<file path="src/rtl/raster_dispatch.sv">
// raster_dispatch: takes triangle setup jobs from the setup stage through a
// one-entry hold register and hands each one to an idle rasterizer lane,
// round-robin. It signals frame completion once the last job is out and every
// lane has reported done.
// Optional build macro RASTER_DISPATCH_TIMEOUT_EN adds per-lane watchdogs and
// the sticky o_timeout output.
module raster_dispatch #(
  parameter int NUM_LANES      = 2,
  parameter int JOB_WIDTH      = 128,
  parameter int CNTWIDTH       = 16,
  parameter int TIMEOUT_CYCLES = 65535
) (
  input  logic                 clk,
  input  logic                 rstn,
  input  logic                 i_frame_start,
  input  logic                 i_job_valid,
  input  logic [JOB_WIDTH-1:0] i_job_data,
  input  logic                 i_job_last,
  output logic                 o_job_ready,
  output logic [NUM_LANES-1:0] o_lane_dv,
  output logic [JOB_WIDTH-1:0] o_lane_data,
  output logic                 o_lane_last,
  input  logic [NUM_LANES-1:0] i_lane_ready,
  input  logic [NUM_LANES-1:0] i_lane_done,
  output logic                 o_busy,
  output logic                 o_frame_done,
  output logic [CNTWIDTH-1:0]  o_tri_count
`ifdef RASTER_DISPATCH_TIMEOUT_EN
  ,
  output logic [NUM_LANES-1:0] o_timeout
`endif
);

  localparam int PW = $clog2(NUM_LANES);

  typedef enum logic [1:0] {
    S_IDLE,
    S_DISPATCH,
    S_DRAIN,
    S_DONE
  } state_e;

  state_e                 state_q, state_d;
  logic                   hold_full_q, hold_full_d;
  logic [JOB_WIDTH-1:0]   hold_data_q, hold_data_d;
  logic                   hold_last_q, hold_last_d;
  logic [NUM_LANES-1:0]   busy_q, busy_d;
  logic [PW-1:0]          ptr_q, ptr_d;
  logic [NUM_LANES-1:0]   lane_dv_q, lane_dv_d;
  logic [JOB_WIDTH-1:0]   lane_data_q, lane_data_d;
  logic                   lane_last_q, lane_last_d;
  logic [CNTWIDTH-1:0]    tri_count_q, tri_count_d;

  logic [NUM_LANES-1:0]   eligible;
  logic [NUM_LANES-1:0]   grant_vec;
  logic [PW-1:0]          grant_idx;
  logic [PW-1:0]          idx_l;
  logic                   grant_found;
  logic                   job_ready;
  logic                   dispatch;
  int                     idx;

`ifdef RASTER_DISPATCH_TIMEOUT_EN
  localparam int WDOG_W = $clog2(TIMEOUT_CYCLES + 1);
  logic [WDOG_W-1:0]      wdog_q [NUM_LANES];
  logic [WDOG_W-1:0]      wdog_d [NUM_LANES];
  logic [NUM_LANES-1:0]   timeout_q, timeout_d;
`endif

  // Round-robin arbiter: first eligible lane at or after the pointer, with wrap.
  always_comb begin
    // NOTE: every variable gets a default before any branch so no latch is inferred.
    eligible    = i_lane_ready & ~busy_q;
    grant_found = 1'b0;
    grant_idx   = '0;
    grant_vec   = '0;
    idx         = 0;
    idx_l       = '0;
    for (int i = 0; i < NUM_LANES; i++) begin
      idx = int'(ptr_q) + i;
      if (idx >= NUM_LANES) idx = idx - NUM_LANES;
      idx_l = PW'(idx);
      if (!grant_found && eligible[idx_l]) begin
        grant_found = 1'b1;
        grant_idx   = idx_l;
      end
    end
    if (grant_found) grant_vec[grant_idx] = 1'b1;
  end

  // Frame FSM, hold register, lane busy tracking and dispatch datapath.
  always_comb begin
    state_d     = state_q;
    hold_full_d = hold_full_q;
    hold_data_d = hold_data_q;
    hold_last_d = hold_last_q;
    busy_d      = busy_q & ~i_lane_done;  // done on an idle lane is a no-op
    ptr_d       = ptr_q;
    lane_dv_d   = '0;                      // strobe lasts exactly one cycle
    lane_data_d = lane_data_q;
    lane_last_d = lane_last_q;
    tri_count_d = tri_count_q;
    job_ready   = 1'b0;
    dispatch    = 1'b0;
`ifdef RASTER_DISPATCH_TIMEOUT_EN
    timeout_d   = timeout_q;
`endif

    case (state_q)
      S_IDLE: begin
        if (i_frame_start) begin
          state_d     = S_DISPATCH;
          tri_count_d = '0;
`ifdef RASTER_DISPATCH_TIMEOUT_EN
          timeout_d   = '0;
`endif
        end
      end
      S_DISPATCH: begin
        // Accept needs an empty hold and dispatch needs a full one, so the two
        // never touch the hold register in the same cycle.
        job_ready = !hold_full_q;
        if (i_job_valid && job_ready) begin
          hold_full_d = 1'b1;
          hold_data_d = i_job_data;
          hold_last_d = i_job_last;
        end
        if (hold_full_q && grant_found) begin
          dispatch    = 1'b1;
          lane_dv_d   = grant_vec;
          lane_data_d = hold_data_q;
          lane_last_d = hold_last_q;
          busy_d      = busy_d | grant_vec;
          hold_full_d = 1'b0;
          ptr_d       = (int'(grant_idx) == NUM_LANES - 1) ? '0 : grant_idx + PW'(1);
          tri_count_d = (tri_count_q == '1) ? tri_count_q : tri_count_q + CNTWIDTH'(1);
          if (hold_last_q) state_d = S_DRAIN;
        end
      end
      S_DRAIN: begin
        if (busy_q == '0) state_d = S_DONE;
      end
      S_DONE: begin
        state_d = S_IDLE;
      end
      default: state_d = S_IDLE;
    endcase

`ifdef RASTER_DISPATCH_TIMEOUT_EN
    // Watchdog: count busy cycles per lane and force the lane free at the limit.
    for (int k = 0; k < NUM_LANES; k++) begin
      wdog_d[k] = wdog_q[k];
      if (dispatch && grant_vec[k]) begin
        wdog_d[k] = '0;
      end else if (busy_q[k]) begin
        if (wdog_q[k] == WDOG_W'(TIMEOUT_CYCLES - 1)) begin
          busy_d[k]    = 1'b0;
          timeout_d[k] = 1'b1;
          wdog_d[k]    = '0;
        end else begin
          wdog_d[k] = wdog_q[k] + WDOG_W'(1);
        end
      end
    end
`endif
  end

  // State and datapath registers with synchronous active-low reset.
  always_ff @(posedge clk) begin
    if (!rstn) begin
      // NOTE: sequential state uses non-blocking assignments so all flops update together.
      state_q     <= S_IDLE;
      hold_full_q <= 1'b0;
      hold_data_q <= '0;
      hold_last_q <= 1'b0;
      busy_q      <= '0;
      ptr_q       <= '0;
      lane_dv_q   <= '0;
      lane_data_q <= '0;
      lane_last_q <= 1'b0;
      tri_count_q <= '0;
`ifdef RASTER_DISPATCH_TIMEOUT_EN
      timeout_q   <= '0;
      // NOTE: the watchdog array is a handful of flops, not a RAM, so it is reset like any other state.
      for (int k = 0; k < NUM_LANES; k++) wdog_q[k] <= '0;
`endif
    end else begin
      state_q     <= state_d;
      hold_full_q <= hold_full_d;
      hold_data_q <= hold_data_d;
      hold_last_q <= hold_last_d;
      busy_q      <= busy_d;
      ptr_q       <= ptr_d;
      lane_dv_q   <= lane_dv_d;
      lane_data_q <= lane_data_d;
      lane_last_q <= lane_last_d;
      tri_count_q <= tri_count_d;
`ifdef RASTER_DISPATCH_TIMEOUT_EN
      timeout_q   <= timeout_d;
      for (int k = 0; k < NUM_LANES; k++) wdog_q[k] <= wdog_d[k];
`endif
    end
  end

  assign o_job_ready  = job_ready;
  assign o_lane_dv    = lane_dv_q;
  assign o_lane_data  = lane_data_q;
  assign o_lane_last  = lane_last_q;
  assign o_busy       = (state_q != S_IDLE);
  assign o_frame_done = (state_q == S_DONE);
  assign o_tri_count  = tri_count_q;
`ifdef RASTER_DISPATCH_TIMEOUT_EN
  assign o_timeout    = timeout_q;
`endif

endmodule

</file>
<file path="config.mk">
export PLATFORM = sky130hd
export DESIGN_NAME = raster_dispatch
export DESIGN_NICKNAME = d
export VERILOG_FILES = /design/src/rtl/raster_dispatch.sv
export SDC_FILE = /design/constraint.sdc
export NUM_CORES = 1
export LEC_CHECK = 0
export CAP_MARGIN = 5
export CORE_AREA = 5 5 149 151
export DETAILED_ROUTE_END_ITERATION = 10
export DIE_AREA = 0 0 154 156
export PLACE_DENSITY = 0.84
export SLEW_MARGIN = 30
export SYNTH_ARGS = -nofsm -noshare
export SYNTH_HDL_FRONTEND = slang
export SYNTH_SLANG_ARGS = --single-unit
</file>
<file path="constraint.sdc">
create_clock -name clk -period 4.3 [get_ports clk]
set_input_delay 0.86 -clock clk [delete_from_list [all_inputs] [get_ports clk]]
set_output_delay 0.86 -clock clk [all_outputs]
set_load 0.05 [all_outputs]
</file>
==> impl_metrics.ini, run 1 <==
[global_route]
grt_overflow_total = 0
antenna_found_initial = 2
grt_max_degree = 98
grt_pass1_wl_um = 44000
grt_use_total_pct = 21.8
first_global_vias = 8669

[min_path]
hp-class = flip-flop to flip-flop
min_path_cells = 2

[power_and_ir_drop]
combPwrFrac_pct = 15.8
p_leak_nw = 4.86
power_mw = 6.49
p_per_area_mw_per_mm2 = 444
switchingPower_mw = 1.74
clkPwrFrac_pct = 39.2
seqPwrFrac_pct = 45.1
swShare_pct = 26.8
peakVddDrop_mv = 0.259
internal-power_mw = 4.75

[clock_network]
holdBufCountCts = 0
post-cts-setup-buffers = 0
worstSkewPairLatency_ns = 0.53
cts_root_buffer = clkbuf_16
cts_resized = 0
clk_pin_slew_ns = 0.06
htree_levels = 1
numCtsBuffers = 28
clockBufferDepth = 3
cts_tree = done
cts_sinks = 282

[floorplan]
core_mm2 = 0.0207
die_w_um = 154
start_util_pct = 51.3
pin_count = 287
core.rowCount = 53
design.die.area_mm2 = 0.0240
dieHeight_um = 156

[synth]
synth_edf_count = 0
synth_cells = 1270
synthTopCellsByArea = dfxtp_1 53%, nand2_1 19%, a21boi_0 18%
synth_largest_area_cell = dfxtp_1
synth_fp_nets = 1413
synth_warnings = 0
syn_area_mm2 = 0.0106
synth.distinct_cells = 38
synthArstFlopShare_pct = 0
ys_ff_latch = 282
synth_area_per_cell_um2 = 8.36
synth_ff_type = dfxtp_1
synth.top_cell.area_share_pct = 53.2
yosysSeqAreaShare_pct = 53.2

[setup_path]
cp-start-kind = flip-flop
r2r_slack_ns = 1.61
cp.required_ns = 3.44
path_max_fanout = 8
criticalPathCategory = flip-flop to output port
r2r_cells = 7
cp_data_arrival_time_ns = 2.65
critPathCaptureType = output port

[final_layout]
nets = 1648
layout-drive-gt1-share_pct = 4.13
design_area_mm2 = 0.0146
areaGrowthSynthToFinish_pct = 37.4

[placed_design]
dpl_worst_slack_ns = 1.15
hpwl_um = 18300
place_area_mm2 = 0.0136
gp_congestion = 0.844
numPortBuffers = 286

[sta]
slew_violations = 0
skew_ns = 0.0149
holdWs_ns = 0.454
period_minus_slack_ns = 3.51
tns_ns = 0
worstMarginPinSlew_ns = 0.758
fmax_ghz = 0.285
worst_slack_ns = 0.792
maxSlewHeadroom_pct = 49.5
period_share_pct = 81.6
finalSetupViolCount = 0
hold_violations = 0
rsz0062_at_grt = false

[drt]
drtIter0Drc = 427
antenna_left = 0
wl_per_cell_um = 15.5
routed_wl_um = 28000
avgViaCountPerCell = 5.06
drcViolationCount = 0
num_vias = 9132
first_pass_iters = 5

[flow_run]
maxCapViolCount = 0

[status]
status = finished, final reports clean
## cell usage in the layout (no fill, tap or decap), types with 7 or more instances in the layout
master           count
or3_1                7
nor2_1              14
nand2_1            529
nor2b_1              7
a21boi_0           258
a21oi_1             12
o21ai_0             11
clkbuf_1             8
buf_4                7
nand3_1              7
clkbuf_16           29
dfxtp_1            282
clkdlybuf4s50_1    285
## worst paths after layout
check                          startpoint                            to
max reg2reg       state_q[1]$_SDFFE_PN0P_  hold_data_q[39]$_SDFFE_PN0P_
max               state_q[1]$_SDFFE_PN0P_                   o_job_ready
min reg2reg  hold_data_q[84]$_SDFFE_PN0P_  o_lane_data[84]$_SDFFE_PN0P_
min          hold_data_q[84]$_SDFFE_PN0P_  o_lane_data[84]$_SDFFE_PN0P_
## sequential cells by signal, indices dropped and copies added (netlist names)
signal and count:
busy_q 2, hold_data_q 128, hold_full_q 1, hold_last_q 1
o_lane_data 128, o_lane_dv 2, o_lane_last 1, o_tri_count 16
ptr_q 1, state_q 2
## per-layer routing
layer | vias to the layer above | GRT usage [%] | routed length (um)
met5 | - | 0 | 25
met1 | 4188 | 27.1 | 11600
li1 | 4595 | - | -
met4 | 4 | 7.95 | 940
met3 | 64 | 4.47 | 1790
met2 | 281 | 37.5 | 13600
## Yosys cell counts, drive strengths merged, types with 4 or more instances
cell / number
o21ai: 11
nand3: 9
inv: 4
dfxtp: 282
ha: 6
clkbuf: 77
nand2: 530
nor2: 14
nand4: 4
or3: 8
a21oi: 12
nor2b: 7
buf: 14
xnor2: 4
a21boi: 258
and3: 5
## critical path, stage by stage, from the launching register on
cell,delay (ns)
dfxtp_1,0.33
inv_1,0.10
ha_1,0.41
nor2b_1,0.40
clkdlybuf4s50_1,0.88
## area by class of cell
type	instances	area, um^2
Fill cell	1660	6090
Sequential cell	282	5650
Multi-Input combinational cell	893	4630
Timing Repair Buffer	296	2980
Clock buffer	42	825
Tap cell	275	344
Clock inverter	10	155
Inverter	4	15.0
Antenna cell	1	2.50
## cells by family (layout without fill, tap and decap cells)
| family | Yosys count | in the layout | share of synthesized area [%] |
|---|---|---|---|
| other cells | 0 | 1 | 0 |
| mux | 2 | 2 | 0.200 |
| flops | 282 | 282 | 53.2 |
| buf+inv | 95 | 352 | 3.49 |
| fa+ha+maj | 6 | 6 | 0.707 |
| xor+xnor | 6 | 6 | 0.495 |
| compound gates | 291 | 291 | 20.1 |
| simple gates | 588 | 588 | 21.9 |
## power groups by stage
stage | Combinational (mW) | Sequential, mW | Clock, mW
floorplan | 0.618 | 3.00 | 0
global placement | 1.01 | 2.97 | 0
detailed placement | 1.02 | 2.98 | 0
CTS | 1.03 | 2.92 | 2.60
global route | 1.13 | 2.95 | 2.71
finish | 1.02 | 2.92 | 2.54
## through the flow
stage          util [%]  instances
2_1_floorplan         -       1270
3_3_place_gp       65.8       1750
3_5_place_dp       65.8       1750
4_1_cts            70.5       1802
5_1_grt            70.5       1802
6_report           70.5       1803
(Power assumes the default switching activity.)
==> run 2, diff against run 1 <==
CORE_AREA = 5 5 162 164   (was 5 5 149 151)
DIE_AREA = 0 0 167 169   (was 0 0 154 156)
PLACE_DENSITY = 0.75   (was 0.84)
clock period = 3 ns   (was 4.3 ns; I/O delays follow)
==> impl_metrics.ini, run 2 (same netlist as run 1, synthesis figures left out) <==
[sta]
rsz0062_at_grt = false
finalSetupViolCount = 0
worstMarginPinSlew_ns = 0.672
skew_ns = 0.00980
hold_violations = 0
period_share_pct = 92.8
tns_ns = 0
maxSlewHeadroom_pct = 54.0
period_minus_slack_ns = 2.78
slew_violations = 0
fmax_ghz = 0.359

[setup_path]
cp.required_ns = 2.40
path_common_cell = inv_1
slowest_delay_ns = 0.82
criticalPathCategory = flip-flop to output port
path_cells = inv_1 > ha_1 > inv_1 > clkdlybuf4s50_1
cp-start-kind = flip-flop
cp_data_arrival_time_ns = 2.18
worst_path_max_delay_cell = clkdlybuf4s50_1
path_max_fanout = 4
critPathCaptureType = output port

[drt]
drcViolationCount = 0
routed_wl_um = 28200
avgViaCountPerCell = 4.91
wl_per_cell_um = 15.1
first_pass_iters = 4
antenna_left = 0
drtIter0Drc = 611
num_vias = 9153

[clock_network]
clockBufferDepth = 3
cts_root_buffer = clkbuf_16
holdBufCountCts = 0
cts_sinks = 282
cts_tree = done
worstSkewPairLatency_ns = 0.54
cts_resized = 0
numCtsBuffers = 29
htree_levels = 1
clk_pin_slew_ns = 0.07
post-cts-setup-buffers = 0

[power_and_ir_drop]
peakVddDrop_mv = 0.419
p_leak_nw = 4.98
power_mw = 9.57
p_per_area_mw_per_mm2 = 644

[global_route]
grt_util_met3_pct = 4.88
grt_max_degree = 103
grt_overflow_total = 0
met2_usage_pct = 32.5
antenna_found_initial = 2
grt_pass1_wl_um = 46000
grt_use_total_pct = 19.2
busiest_layer = met2
global_route.usage.met1_pct = 24.6
first_global_vias = 8891

[floorplan]
die_w_um = 167
core_mm2 = 0.0247
start_util_pct = 42.9
pin_count = 287
dieHeight_um = 169
core.rowCount = 58
design.die.area_mm2 = 0.0282

[status]
status = finished, final reports clean

[placed_design]
numPortBuffers = 286
dp.cells = 1810
hpwl_um = 18700
gp_congestion = 0.808

[final_layout]
layout_common_cells = 529 x nand2_1, 284 x clkdlybuf4s50_1, 282 x dfxtp_1
layout-drive-gt1-share_pct = 5.02
fin_cells = 1865
areaGrowthSynthToFinish_pct = 40.0
nets = 1654
final_common_cell = nand2_1
post-route-util_pct = 60.1

[flow_run]
maxCapViolCount = 0

[min_path]
hp-class = flip-flop to flip-flop
-- run 2: cell type report --
type                       instances  area, um^2
tap                              330         413
timing repair buffer             301        3110
clock buffer                      41         871
clock inverter                    13         175
inverter                           4        15.0
fill                            2159        9880
multi-input combinational        893        4630
sequential                       282        5650
antenna                            1        2.50
-- run 2: metrics by stage --
stage | worst slack, ns | hold slack, ns | instance area [um^2]
2_1_floorplan | 0.417 | 0.441 | 10600
3_3_place_gp | 0.273 | 0.444 | 13800
3_5_place_dp | 0.300 | 0.455 | 13800
4_1_cts | 0.181 | 0.460 | 14900
5_1_grt | 0.119 | 0.474 | 14900
6_report | 0.217 | 0.458 | 14900
-- run 2: critical path, delay by kind of cell, from the launching register on --
kind,cells,cell delay [ns]
buffers and inverters,3,1.00
flip-flops,1,0.39
adder cells (fa/ha/maj),1,0.25
-- run 2: worst paths after layout --
check                         startpoint  cells past startpoint  slack, ns                           end
max              state_q[0]$_SDFFE_PN0P_                      4       0.22                        o_busy
min          hold_data_q[8]$_SDFFE_PN0P_                      2       0.46   o_lane_data[8]$_SDFFE_PN0P_
max reg2reg      state_q[1]$_SDFFE_PN0P_                      7       0.68  hold_data_q[97]$_SDFFE_PN0P_
min reg2reg  hold_data_q[8]$_SDFFE_PN0P_                      2       0.46   o_lane_data[8]$_SDFFE_PN0P_
-- run 2: metal layers --
layer / share of wire, % / routed length (um) / vias to the layer above
met5: 0.046 / 13 / -
met4: 2.5 / 706 / 2
met3: 6.6 / 1850 / 42
met2: 47 / 13400 / 232
met1: 44 / 12300 / 4284
li1: - / - / 4593
-- run 2: power breakdown --
group          switching [mW]  internal, mW
combinational           0.946         0.589
sequential              0.156          4.03
clock                    1.49          2.36
==> run 3, diff against run 2 <==
SLEW_MARGIN = 20   (was 30)
==> results of run 3 <==
Final layout, timing and power as in run 2 (identical DEF).
